<file path="src/rtl/mul_share_arbiter_if.sv">
// mul_share_arbiter_if: bundles the requester-side and multiplier-side signals
// of the shared-multiplier arbiter.
//   slave  : the arbiter's view.
//   master : the environment's view (requesters plus the multiplier).
// When MUL_SHARE_ARBITER_TIMEOUT_EN is defined, the interface also carries timeout_err.
interface mul_share_arbiter_if #(
   parameter int WORD_SIZE = 16,
   parameter int NUM_REQ   = 4,
   parameter int GRANT_W   = 2
) ();
   // Requester side
   logic [NUM_REQ-1:0]           req;
   logic [NUM_REQ*WORD_SIZE-1:0] op_a;
   logic [NUM_REQ*WORD_SIZE-1:0] op_b;
   logic [NUM_REQ-1:0]           ack;
   logic [WORD_SIZE-1:0]         result;
   logic                         result_overflow;
   logic                         busy;
   logic [GRANT_W-1:0]           grant_idx;
   // Multiplier side
   logic [WORD_SIZE-1:0]         mul_operand1;
   logic [WORD_SIZE-1:0]         mul_operand2;
   logic                         mul_start;
   logic [WORD_SIZE-1:0]         mul_out;
   logic                         mul_overflow;
   logic                         mul_done;
`ifdef MUL_SHARE_ARBITER_TIMEOUT_EN
   logic                         timeout_err;
`endif

   modport slave (
      input  req, op_a, op_b, mul_out, mul_overflow, mul_done,
      output ack, result, result_overflow, busy, grant_idx,
             mul_operand1, mul_operand2, mul_start
`ifdef MUL_SHARE_ARBITER_TIMEOUT_EN
      , output timeout_err
`endif
   );

   modport master (
      output req, op_a, op_b, mul_out, mul_overflow, mul_done,
      input  ack, result, result_overflow, busy, grant_idx,
             mul_operand1, mul_operand2, mul_start
`ifdef MUL_SHARE_ARBITER_TIMEOUT_EN
      , input timeout_err
`endif
   );
endinterface

</file>
<file path="src/rtl/mul_share_arbiter.sv">
// mul_share_arbiter: round-robin sharing of one multi-cycle multiplier among
// NUM_REQ requesters.
// Each transaction follows the same sequence:
//   1. Grant one requester and latch its operands.
//   2. Pulse mul_start for one cycle.
//   3. Wait for mul_done.
//   4. Return the product with a one-cycle ack to the owner only.
// All outputs come straight from registers.
// Optional macro MUL_SHARE_ARBITER_TIMEOUT_EN enables a WAIT-state watchdog.
// The watchdog aborts with result=0, result_overflow=1 and timeout_err=1.
module mul_share_arbiter #(
   parameter int WORD_SIZE      = 16,
   parameter int NUM_REQ        = 4,
   parameter int GRANT_W        = 2,
   parameter int TIMEOUT_CYCLES = 64
) (
   input  logic                clk,
   input  logic                rst,
   mul_share_arbiter_if.slave  bus
);

   // Elaboration-time parameter sanity
   if (NUM_REQ < 2 || NUM_REQ > 8) begin : g_bad_num_req
      $error("mul_share_arbiter: NUM_REQ must be 2..8");
   end
   if (GRANT_W != $clog2(NUM_REQ)) begin : g_bad_grant_w
      $error("mul_share_arbiter: GRANT_W must equal ceil(log2(NUM_REQ))");
   end
   if (TIMEOUT_CYCLES < 1) begin : g_bad_timeout
      $error("mul_share_arbiter: TIMEOUT_CYCLES must be at least 1");
   end

   typedef enum logic [1:0] {
      S_IDLE    = 2'd0,
      S_ISSUE   = 2'd1,
      S_WAIT    = 2'd2,
      S_RESPOND = 2'd3
   } state_t;

   state_t               state_q,  state_d;
   logic [GRANT_W-1:0]   rr_ptr_q, rr_ptr_d;
   logic [GRANT_W-1:0]   owner_q,  owner_d;
   logic [WORD_SIZE-1:0] a_q,      a_d;
   logic [WORD_SIZE-1:0] b_q,      b_d;
   logic [WORD_SIZE-1:0] result_q, result_d;
   logic                 ovf_q,    ovf_d;
   logic [NUM_REQ-1:0]   ack_q,    ack_d;
   logic                 start_q,  start_d;
   logic [GRANT_W:0]     pick_s;
   logic                 pick_valid_s;
   logic [GRANT_W-1:0]   pick_idx_s;
   logic [GRANT_W-1:0]   owner_next_s;

`ifdef MUL_SHARE_ARBITER_TIMEOUT_EN
   localparam int CNT_W = $clog2(TIMEOUT_CYCLES + 1);
   logic [CNT_W-1:0]     cnt_q,  cnt_d;
   logic                 tout_q, tout_d;
`endif

   // First set request at or above ptr, wrapping; MSB of the result flags "found".
   // The loop runs from the far end down so the closest candidate is written last.
   function automatic logic [GRANT_W:0] rr_pick(input logic [NUM_REQ-1:0] req,
                                                input logic [GRANT_W-1:0] ptr);
      logic [GRANT_W:0] r;
      int               idx;
      r = '0;
      for (int k = NUM_REQ - 1; k >= 0; k--) begin
         idx = (int'(ptr) + k) % NUM_REQ;
         if (req[idx]) begin
            r = {1'b1, GRANT_W'(idx)};
         end else begin
            r = r;
         end
      end
      return r;
   endfunction

   assign pick_s       = rr_pick(bus.req, rr_ptr_q);
   assign pick_valid_s = pick_s[GRANT_W];
   assign pick_idx_s   = pick_s[GRANT_W-1:0];
   assign owner_next_s = (int'(owner_q) == NUM_REQ - 1) ? '0 : owner_q + GRANT_W'(1);

   // Next-state and next-output logic for the grant/issue/wait/respond sequence
   always_comb begin
      state_d  = state_q;
      rr_ptr_d = rr_ptr_q;
      owner_d  = owner_q;
      a_d      = a_q;
      b_d      = b_q;
      result_d = result_q;
      ovf_d    = ovf_q;
      ack_d    = '0;
      start_d  = 1'b0;
`ifdef MUL_SHARE_ARBITER_TIMEOUT_EN
      cnt_d    = cnt_q;
      tout_d   = 1'b0;
`endif
      case (state_q)
         S_IDLE: begin
            if (pick_valid_s) begin
               owner_d = pick_idx_s;
               a_d     = bus.op_a[int'(pick_idx_s)*WORD_SIZE +: WORD_SIZE];
               b_d     = bus.op_b[int'(pick_idx_s)*WORD_SIZE +: WORD_SIZE];
               start_d = 1'b1;
               state_d = S_ISSUE;
            end else begin
               state_d = S_IDLE;
            end
         end
         S_ISSUE: begin
            // A done in this cycle is ignored.
            state_d = S_WAIT;
`ifdef MUL_SHARE_ARBITER_TIMEOUT_EN
            cnt_d   = '0;
`endif
         end
         S_WAIT: begin
            if (bus.mul_done) begin
               result_d = bus.mul_out;
               ovf_d    = bus.mul_overflow;
               ack_d    = NUM_REQ'(1) << owner_q;
               state_d  = S_RESPOND;
`ifdef MUL_SHARE_ARBITER_TIMEOUT_EN
            end else if (cnt_q == CNT_W'(TIMEOUT_CYCLES - 1)) begin
               result_d = '0;
               ovf_d    = 1'b1;
               tout_d   = 1'b1;
               ack_d    = NUM_REQ'(1) << owner_q;
               state_d  = S_RESPOND;
            end else begin
               cnt_d    = cnt_q + CNT_W'(1);
               state_d  = S_WAIT;
            end
`else
            end else begin
               state_d  = S_WAIT;
            end
`endif
         end
         S_RESPOND: begin
            // ack is high this cycle; the owner is ranked last next time.
            rr_ptr_d = owner_next_s;
            state_d  = S_IDLE;
         end
         default: begin
            state_d = S_IDLE;
         end
      endcase
   end

   // State and output registers with synchronous reset that drops any operation in flight
   always_ff @(posedge clk) begin
      if (rst) begin
         state_q  <= S_IDLE;
         rr_ptr_q <= '0;
         owner_q  <= '0;
         a_q      <= '0;
         b_q      <= '0;
         result_q <= '0;
         ovf_q    <= 1'b0;
         ack_q    <= '0;
         start_q  <= 1'b0;
`ifdef MUL_SHARE_ARBITER_TIMEOUT_EN
         cnt_q    <= '0;
         tout_q   <= 1'b0;
`endif
      end else begin
         state_q  <= state_d;
         rr_ptr_q <= rr_ptr_d;
         owner_q  <= owner_d;
         a_q      <= a_d;
         b_q      <= b_d;
         result_q <= result_d;
         ovf_q    <= ovf_d;
         ack_q    <= ack_d;
         start_q  <= start_d;
`ifdef MUL_SHARE_ARBITER_TIMEOUT_EN
         cnt_q    <= cnt_d;
         tout_q   <= tout_d;
`endif
      end
   end

   assign bus.ack             = ack_q;
   assign bus.result          = result_q;
   assign bus.result_overflow = ovf_q;
   assign bus.busy            = (state_q != S_IDLE);
   assign bus.grant_idx       = owner_q;
   assign bus.mul_operand1    = a_q;
   assign bus.mul_operand2    = b_q;
   assign bus.mul_start       = start_q;
`ifdef MUL_SHARE_ARBITER_TIMEOUT_EN
   assign bus.timeout_err     = tout_q;
`endif

endmodule

</file>
<file path="src/flat_wrapper.sv">
// flat-port wrapper written by rule: the top's interface ports become plain ports
module mul_share_arbiter_flat 
#(
   parameter int WORD_SIZE      = 16,
   parameter int NUM_REQ        = 4,
   parameter int GRANT_W        = 2,
   parameter int TIMEOUT_CYCLES = 64
)
  (clk, rst, bus_req, bus_op_a, bus_op_b, bus_mul_out, bus_mul_overflow, bus_mul_done, bus_ack, bus_result, bus_result_overflow, bus_busy, bus_grant_idx, bus_mul_operand1, bus_mul_operand2, bus_mul_start);
  mul_share_arbiter_if #(.WORD_SIZE(WORD_SIZE), .NUM_REQ(NUM_REQ), .GRANT_W(GRANT_W)) bus_i ();
  input  logic clk;
  input  logic rst;
  input wire logic [$bits(bus_i.req)-1:0] bus_req;
  input wire logic [$bits(bus_i.op_a)-1:0] bus_op_a;
  input wire logic [$bits(bus_i.op_b)-1:0] bus_op_b;
  input wire logic [$bits(bus_i.mul_out)-1:0] bus_mul_out;
  input wire logic [$bits(bus_i.mul_overflow)-1:0] bus_mul_overflow;
  input wire logic [$bits(bus_i.mul_done)-1:0] bus_mul_done;
  output wire logic [$bits(bus_i.ack)-1:0] bus_ack;
  output wire logic [$bits(bus_i.result)-1:0] bus_result;
  output wire logic [$bits(bus_i.result_overflow)-1:0] bus_result_overflow;
  output wire logic [$bits(bus_i.busy)-1:0] bus_busy;
  output wire logic [$bits(bus_i.grant_idx)-1:0] bus_grant_idx;
  output wire logic [$bits(bus_i.mul_operand1)-1:0] bus_mul_operand1;
  output wire logic [$bits(bus_i.mul_operand2)-1:0] bus_mul_operand2;
  output wire logic [$bits(bus_i.mul_start)-1:0] bus_mul_start;
  assign bus_i.req = bus_req;
  assign bus_i.op_a = bus_op_a;
  assign bus_i.op_b = bus_op_b;
  assign bus_i.mul_out = bus_mul_out;
  assign bus_i.mul_overflow = bus_mul_overflow;
  assign bus_i.mul_done = bus_mul_done;
  assign bus_ack = bus_i.ack;
  assign bus_result = bus_i.result;
  assign bus_result_overflow = bus_i.result_overflow;
  assign bus_busy = bus_i.busy;
  assign bus_grant_idx = bus_i.grant_idx;
  assign bus_mul_operand1 = bus_i.mul_operand1;
  assign bus_mul_operand2 = bus_i.mul_operand2;
  assign bus_mul_start = bus_i.mul_start;
  mul_share_arbiter #(.WORD_SIZE(WORD_SIZE), .NUM_REQ(NUM_REQ), .GRANT_W(GRANT_W), .TIMEOUT_CYCLES(TIMEOUT_CYCLES)) u_core (.clk(clk), .rst(rst), .bus(bus_i));
endmodule
</file>
<file path="config.mk">
export PLATFORM = sky130hd
export DESIGN_NAME = mul_share_arbiter_flat
export DESIGN_NICKNAME = d
export VERILOG_FILES = /design/src/rtl/mul_share_arbiter_if.sv /design/src/rtl/mul_share_arbiter.sv /design/src/flat_wrapper.sv
export SDC_FILE = /design/constraint.sdc
export NUM_CORES = 1
export LEC_CHECK = 0
export ABC_AREA = 1
export BUFFER_PORTS_ARGS = -buffer_cell sky130_fd_sc_hd__buf_2
export CAP_MARGIN = 15
export CORE_ASPECT_RATIO = 0.9
export CORE_MARGIN = 5
export CORE_UTILIZATION = 44
export DETAILED_ROUTE_END_ITERATION = 16
export GPL_ROUTABILITY_DRIVEN = 0
export PLACE_DENSITY = 0.81
export SLEW_MARGIN = 20
export SYNTH_ARGS = -nofsm -noshare
export SYNTH_HDL_FRONTEND = slang
export SYNTH_SLANG_ARGS = --single-unit
</file>
<file path="constraint.sdc">
create_clock -name clk -period 2.2 [get_ports clk]
set_clock_uncertainty 0.2 [all_clocks]
set_input_delay 0.22 -clock clk [delete_from_list [all_inputs] [get_ports clk]]
set_output_delay 0.22 -clock clk [all_outputs]
set_load 0.01 [all_outputs]
</file>
; ---- Yosys cells after proc, flatten, opt, wreduce, memory -nomap -nowiden
; Index checks and enable logic that the tools add are counted.
[classes]
reduce_logical = 9
shift = 3
eq_ne = 4
n_bitwise = 6
div = 0
n_lt_le_gt_ge = 4
multipliers = 0
mux = 20
addsub = 4
[op_table]
columns = cell, n
row1 = $shiftx 64x7->16, 2
row2 = $lt 3x4->1 const B, 3
row3 = $mux 3, 4
row4 = $mux 1, 10
row5 = $bmux 1 s2, 4
row6 = $pmux 2 s4, 1
row7 = $reduce_or 2->1, 4
row8 = $add 2x1->2 const B, 2
row9 = $add 2x2->2 const B, 2
row10 = $eq 2x1->1 const B, 2
row11 = $eq 2x2->1 const B, 2
row12 = $reduce_and 2->1, 2
row13 = $shl 1x2->4 const A, 1
row14 = $and 1x1->1 const A, 3
row15 = $lt 2x3->1 const B, 1
row16 = $not 1->1, 3
row17 = $reduce_or 3->1, 1
row18 = $logic_not 2->1, 1
row19 = $mux 2, 1
row20 = $reduce_bool 2->1, 1
[totals]
word_cells = 59
regBits = 60
latch_bits = 0
input_bits = 152
memories = 0
mem_bits_rw = 0
output_inout_bits = 57
mem_bits_ro = 0

; ---- Longest topological paths before layout
; Gate-level depths: netlist of run 1.
[logic_depth]
depth_word = 12
mapped_depth = 15
depth_no_buf = 13

; ---- Worst setup path before layout of run 1
; OpenSTA, ideal clock, no wires.
[synth_timing]
path_type = register to register
start = register u_core.rr_ptr_q[0]
end = register u_core.a_q[15] (netlist: u_core.bus.mul_operand1[15])
stages_incl_launch_ff = 15
arrival_time_ps = 1522
n_path_buf = 3
setup_ps = 122
synth_period_minus_slack_ps = 1844
setup_slack_ps = 356
path_cell_list = dfxtp_1 > buf_6 > nand2_1 > o21ai_1 > nand2_1 > nand2_1 > inv_1 > nand2_1 > nand2_1 > nand2_2 > buf_4 > buf_2 > nand3_1 > nand2_1 > a21oi_2
[synth_via]
elab_chain_len = 9
[synth_rtl]
columns = item, line
row1 = "start, declared", mul_share_arbiter.sv:41  ; logic [GRANT_W-1:0] rr_ptr_q, rr_ptr_d;
row2 = "start signal, assigned", mul_share_arbiter.sv:169  ; rr_ptr_q <= rr_ptr_d;
row3 = $add 2x2->2, mul_share_arbiter.sv:68  ; idx = (int'(ptr) + k) % NUM_REQ;
row4 = $bmux 1 s2, mul_share_arbiter.sv:69  ; if (req[idx]) begin
row5 = $mux 1 (implied by the code) (2 in series), mul_share_arbiter.sv:69
row6 = $mux 3 (3 in series), mul_share_arbiter.sv:69
row7 = $mux 3 *, mul_share_arbiter.sv:69
row8 = $shiftx 64x7->16 / $reduce_and 2->1 (equally long branches), -
row9 = "end signal, assigned", mul_share_arbiter.sv:157  ; a_q <= '0;
row10 = "end signal, assigned", mul_share_arbiter.sv:171  ; a_q <= a_d;
row11 = "end, declared", mul_share_arbiter.sv:43  ; logic [WORD_SIZE-1:0] a_q, a_d;
; Every way passes the cells marked *; elsewhere a longest branch is shown, timed or not. The select of a mux whose other input is x is not followed.
; A chain may end at the register's enable or synchronous reset.

; ---- Final worst setup path of run 1
[layout_timing]
start = register u_core.rr_ptr_q[0]
end = register u_core.a_q[3] (netlist: u_core.bus.mul_operand1[3])
; Same word-level chain as after synthesis.

==> results.yml, run 1 <==
power_and_ir_drop:
  p_int_mw: 2.342
  clockPowerShare_pct: 31.5
  swShare_pct: 32.37
  p_switching_mw: 1.121
  power.share.combinational_pct: 31.8
  ir_drop_v: 0.0003642
  seqPwrFrac_pct: 36.6
  p_per_area_nw_per_um2: 659.2
  total_power_mw: 3.462
  p_leak_nw: 2.733
sta:
  setup_viol: 0
  worst_pin_slew_ns: 0.5078
  drv_slew: 0
  tns_ns: 0
  finalCriticalPeriod_ns: 2.065
  hold-worst-slack_ns: 0.02158
  setup_slack_ns: 0.1346
  fmax_mhz: 484.2
  maxSlewHeadroom_pct: 65.94
  period_share_pct: 93.88
  hold_viol_final: 0
grt:
  overflow: 0
  grt_max_degree: 43
  grt_pass1_wl_um: 19200
  antenna_found_initial: 0
  grt_pass1_vias: 4239
  grt_usage_pct: 24.64
floorplanning:
  rows: 30
  io_pins: 209
  start_util_pct: 45.56
  die_h_um: 94.06
  dieArea_um2: 9726
  die_x_um: 103.4
  coreArea_um2: 7582
detailed_routing:
  avgViaCountPerCell: 5.087
  final_antenna_net_count: 0
  firstDrtPassIters: 5
  remaining_drc_errors: 0
  vias: 4405
  wl_um: 12200
  drtIter0Drc: 166
  wl_per_cell_um: 14.09
worst_setup_path:
  worst_setup_path_start_kind: "flop"
  worstPathMaxFanout: 13
  critPathKind: "reg -> reg"
  arrival_ns: 2.10
  startpoint: "u_core.rr_ptr_q[0]$_SDFFE_PP0N_"
  end_kind: "flop"
  r2r-start: "u_core.rr_ptr_q[0]$_SDFFE_PP0N_"
  required_ns: 2.23
logic_synthesis:
  yosys_warnings: 0
  syn_nets: 678
  ys_ff_latch: 60
  avgSynthCellArea_um2: 6.631
  synth_cells: 521
  ys_types: 26
  syn_area_um2: 3455
  synth_seq_area_share_pct: 34.77
placement:
  placed_area_um2: 4571
  hpwl_um: 8386
  pre_cts_ws_ns: -0.1037
  io_buffers: 208
finish:
  fin_area_um2: 5253
  antenna_cells: 0
  synthToLayoutAreaGrowth_pct: 52.05
  drive_gt1_share_pct: 35.19
  fill_cells: 633
  final_net_count: 922
worst_hold_path:
  hold_class: "in -> reg"
  hold_start: "bus_op_b[1]"
cts:
  clockRootBuffer: "clkbuf_8"
  clock_latency_ns: 0.34
  cts_num_sinks: 60
  htreeDepth: 3
  cts_tree: "done"
  cts_buffers: 9
  cts_buffer_depth: 2
  cts.clk_slew.worst_paths_ns: 0.07
flow_run:
  drv_cap: 0
run_status:
  status: "completed"
==> sequential cells by signal, summed over array words and instances, names as in the netlist <==
name	count
u_core.bus.result	16
u_core.bus.mul_operand1	16
u_core.bus.ack	4
u_core.bus.result_overflow	1
u_core.rr_ptr_q	2
u_core.bus.mul_operand2	16
u_core.bus.grant_idx	2
u_core.state_q	2
u_core.bus.mul_start	1
==> Yosys cell counts <==
library cell / count / area (µm²)
a211oi_1: 1 / 7.510
inv_1: 17 / 63.81
a21oi_4: 1 / 16.27
o21a_1: 13 / 97.59
a21oi_1: 26 / 130.1
a21oi_2: 9 / 78.83
buf_4: 12 / 90.09
o211a_1: 1 / 10.01
o21ai_0: 39 / 195.2
nor2_4: 1 / 11.26
xnor2_1: 1 / 8.760
inv_2: 2 / 7.510
nor3_2: 1 / 10.01
nand3_1: 95 / 475.5
buf_2: 8 / 40.04
clkinv_1: 2 / 7.510
nor2_1: 55 / 206.5
clkbuf_1: 10 / 37.54
o21ai_1: 2 / 10.01
dfxtp_1: 60 / 1201
nand2_2: 8 / 50.05
nand2_1: 142 / 533.0
nor2_2: 1 / 6.260
nand3_2: 3 / 30.03
buf_6: 6 / 67.56
ha_1: 5 / 62.56
==> critical path: stages (launching register included) <==
cell and delay [ns]:
dfxtp_4 0.38, clkbuf_2 0.18, nand2_2 0.08, nand3_1 0.14
nand3_1 0.13, nand2_1 0.09, nand2_1 0.07, nand2_2 0.10
inv_2 0.06, nor2_4 0.12, buf_12 0.15, nand2_1 0.05
a21oi_1 0.14, nor2_1 0.05
==> metal layers <==
layer / vias up / routed length (µm) / global-route usage [%] / share of wire, %
li1: 2197 / - / - / -
met1: 1987 / 4480 / 28.60 / 37
met2: 185 / 6443 / 42.09 / 53
met3: 36 / 881 / 5.642 / 7.2
met4: 0 / 393 / 11.87 / 3.2
met5: - / 0 / 0 / 0
==> path summary, 6_finish.rpt <==
kind	to	slack, ns	depth (start not counted)
max	u_core.bus.mul_operand1[3]$_SDFFE_PP0P_	0.13	13
min	u_core.bus.mul_operand2[1]$_SDFFE_PP0P_	0.02	5
max reg2reg	u_core.bus.mul_operand1[3]$_SDFFE_PP0P_	0.13	13
min reg2reg	u_core.bus.result[7]$_SDFFE_PP0N_	0.28	2
==> repair_timing <==
item	CTS	global route
setup buffers	0	2
endpoints found under the hold margin	33	0
hold buffers	42	0
gates resized for setup	1	8
setup endpoints to repair	23	32
==> metrics by stage <==
step                instances  utilization, %
finish                    866           69.27
floorplan                 521               -
detailed placement        806           60.28
global route              866           69.27
global placement          806           60.28
CTS                       864           68.68
==> layout make-up <==
type                       count  area [µm²]  share of cell area, %
multi-input combinational    404        1954                  37.21
clock buffer                   9       123.9                  2.358
tap                           96       120.1                  2.287
clock inverter                 7       91.34                  1.739
inverter                      21       78.83                  1.501
sequential                    60        1205                  22.94
timing repair buffer         269        1679                  31.97
==> cells by family after synthesis <==
family / share of synthesized area [%]
simple gates: 38.28
compound gates: 15.79
flops: 34.77
buf+inv: 9.091
fa+ha+maj: 1.811
xor+xnor: 0.2536
==> layout by cell type, fill, tap and decap left out, types with 5 or more instances in the layout <==
master / count
nor2_1: 55
buf_2: 208
ha_1: 5
dfxtp_1: 59
clkbuf_8: 9
o21a_1: 13
nand2_2: 7
inv_1: 17
nand3_1: 95
nand2_1: 142
buf_4: 11
a21oi_2: 9
buf_12: 5
o21ai_0: 39
a21oi_1: 26
dlygate4sd3_1: 42
==> power by group through the flow <==
stage	clock, mW	sequential (mW)	combinational, mW
2_1_floorplan	0	1.34	0.582
3_3_place_gp	0	1.29	1.00
3_5_place_dp	0	1.29	1.02
4_1_cts	1.11	1.27	1.09
5_1_grt	1.17	1.28	1.23
6_report	1.09	1.27	1.10
Power figures use the tool's default switching activity.
==> inputs of run 2 (changes only) <==
CORE_ASPECT_RATIO = not set   (was 0.9)
GPL_ROUTABILITY_DRIVEN = not set   (was 0)
PLACE_DENSITY = 0.85   (was 0.81)
==> results.yml, run 2 (same netlist as run 1, synthesis figures left out) <==
run_status:
  status: "completed"
cts:
  cts_num_sinks: 60
  clockRootBuffer: "clkbuf_8"
  cts_buffers: 9
  cts_buffer_depth: 2
  htreeDepth: 3
  cts.clk_slew.worst_paths_ns: 0.08
  clock_latency_ns: 0.33
  cts_tree: "done"
worst_setup_path:
  worst_setup_path_start_kind: "flop"
  arrival_ns: 2.08
  reg2regPathDepth: 12
  end_kind: "flop"
  r2r_slack_ns: 0.14
  worstPathMaxFanout: 12
  required_ns: 2.22
  critPathKind: "reg -> reg"
worst_hold_path:
  hold_class: "in -> reg"
  worstHoldPathCells: 5
placement:
  dpl.cell_count: 812
  placed_area_um2: 4591
  hpwl_um: 8290
  pre_cts_ws_ns: -0.06941
  place_congestion: 0.9003
  io_buffers: 208
finish:
  layout_common_cells: "208 x buf_2, 142 x nand2_1, 95 x nand3_1, 59 x dfxtp_1, 55 x nor2_1"
  synthToLayoutAreaGrowth_pct: 49.55
  antenna_cells: 0
  drive_gt1_share_pct: 35.16
  final_common_cell: "buf_2"
  final_cells: 867
  fill_cells: 682
  final_net_count: 917
  fin_area_um2: 5166
grt:
  overflow: 0
  grt_pass1_wl_um: 18910
  grt_pass1_vias: 4185
  grt_usage_pct: 23.17
  grt_max_degree: 39
  antenna_found_initial: 0
detailed_routing:
  wl_um: 11910
  final_antenna_net_count: 0
  avgViaCountPerCell: 5.042
  remaining_drc_errors: 0
  wl_per_cell_um: 13.74
  drtIter0Drc: 182
  firstDrtPassIters: 4
  vias: 4371
floorplanning:
  start_util_pct: 44.94
  die_h_um: 98.61
  io_pins: 209
  coreArea_um2: 7687
  dieArea_um2: 9723
  die_x_um: 98.61
  rows: 32
sta:
  drv_slew: 0
  worst_pin_slew_ns: 0.4813
  period_share_pct: 93.52
  fmax_mhz: 486.1
  maxSlewHeadroom_pct: 67.72
  finalCriticalPeriod_ns: 2.057
  setup_viol: 0
  setup_slack_ns: 0.1426
  hold_viol_final: 0
flow_run:
  drv_cap: 0
power_and_ir_drop:
  p_leak_nw: 2.677
  p_per_area_nw_per_um2: 625.1
  ir_drop_v: 0.0003225
[run 2: changes by cell type in the layout (fill, tap and decap cells not counted), moves of 2 or more]
cell / previous run / this run
buf_8: 2 / 0
bufinv_16: 2 / 0
clkinv_2: 3 / 1
dlygate4sd3_1: 42 / 38
clkinvlp_4: 1 / 4
[run 2: path summary, 6_finish.rpt]
path / from / end
worst max register to register: u_core.rr_ptr_q[0]$_SDFFE_PP0N_ / u_core.bus.mul_operand1[13]$_SDFFE_PP0P_
worst min-delay path: bus_op_b[4] / u_core.bus.mul_operand2[4]$_SDFFE_PP0P_
worst max-delay path: u_core.rr_ptr_q[0]$_SDFFE_PP0N_ / u_core.bus.mul_operand1[13]$_SDFFE_PP0P_
worst min register to register: u_core.bus.result[2]$_SDFFE_PP0N_ / u_core.bus.result[2]$_SDFFE_PP0N_
[run 2: repair_timing]
| action | in CTS | in global routing |
|---|---|---|
| cloned | 0 | 1 |
| hold buffers | 38 | 0 |
| pin swaps | 0 | 1 |
| endpoints found under the setup margin | 16 | 27 |
| buffers inserted | 0 | 0 |
| gates resized for setup | 2 | 2 |
| hold endpoints to repair | 33 | 0 |
[run 2: critical path: stages, from the launching register on]
cell,delay [ns]
dfxtp_4,0.39
o21ai_1,0.25
nand2_1,0.13
nand2_1,0.07
inv_1,0.04
nand2_1,0.05
nand2_1,0.05
nand2_2,0.10
inv_2,0.09
nor2_2,0.30
nand2_1,0.11
a21oi_1,0.13
nor2_1,0.05
[run 2: layout make-up]
type / count / area [µm²] / area share [%]
Clock buffer: 9 / 123.9 / 2.398
Inverter: 21 / 78.83 / 1.526
Tap cell: 102 / 127.6 / 2.470
Clock inverter: 7 / 52.55 / 1.017
Multi-Input combinational cell: 405 / 1951 / 37.76
Timing Repair Buffer: 263 / 1628 / 31.51
Sequential cell: 60 / 1205 / 23.32
[run 2: metrics by stage]
step	TNS, ns	utilization [%]	total power, mW	hold slack [ns]
2_1_floorplan	0	-	1.922	0.09238
3_3_place_gp	0	59.72	2.288	0.2341
3_5_place_dp	-0.7331	59.72	2.311	0.2481
4_1_cts	0	67.04	3.241	0.001462
5_1_grt	-0.006927	67.20	3.435	0.03183
6_report	0	67.20	3.229	0.008863
[run 2: layer usage]
metal,vias to the layer above,global-route usage [%],wire length (µm),part of all wire [%]
li1,2189,-,-,-
met1,1973,27.89,4779,40
met2,194,41.39,6028,51
met3,15,5.591,928,7.8
met4,0,5.777,176,1.5
met5,-,0,0,0
[run 2: where the power goes]
part           leakage [nW]  switching, mW  internal [mW]
combinational          2.10          0.595          0.489
sequential            0.494         0.0657           1.20
clock                0.0779          0.465          0.411
total                  2.68           1.13           2.10
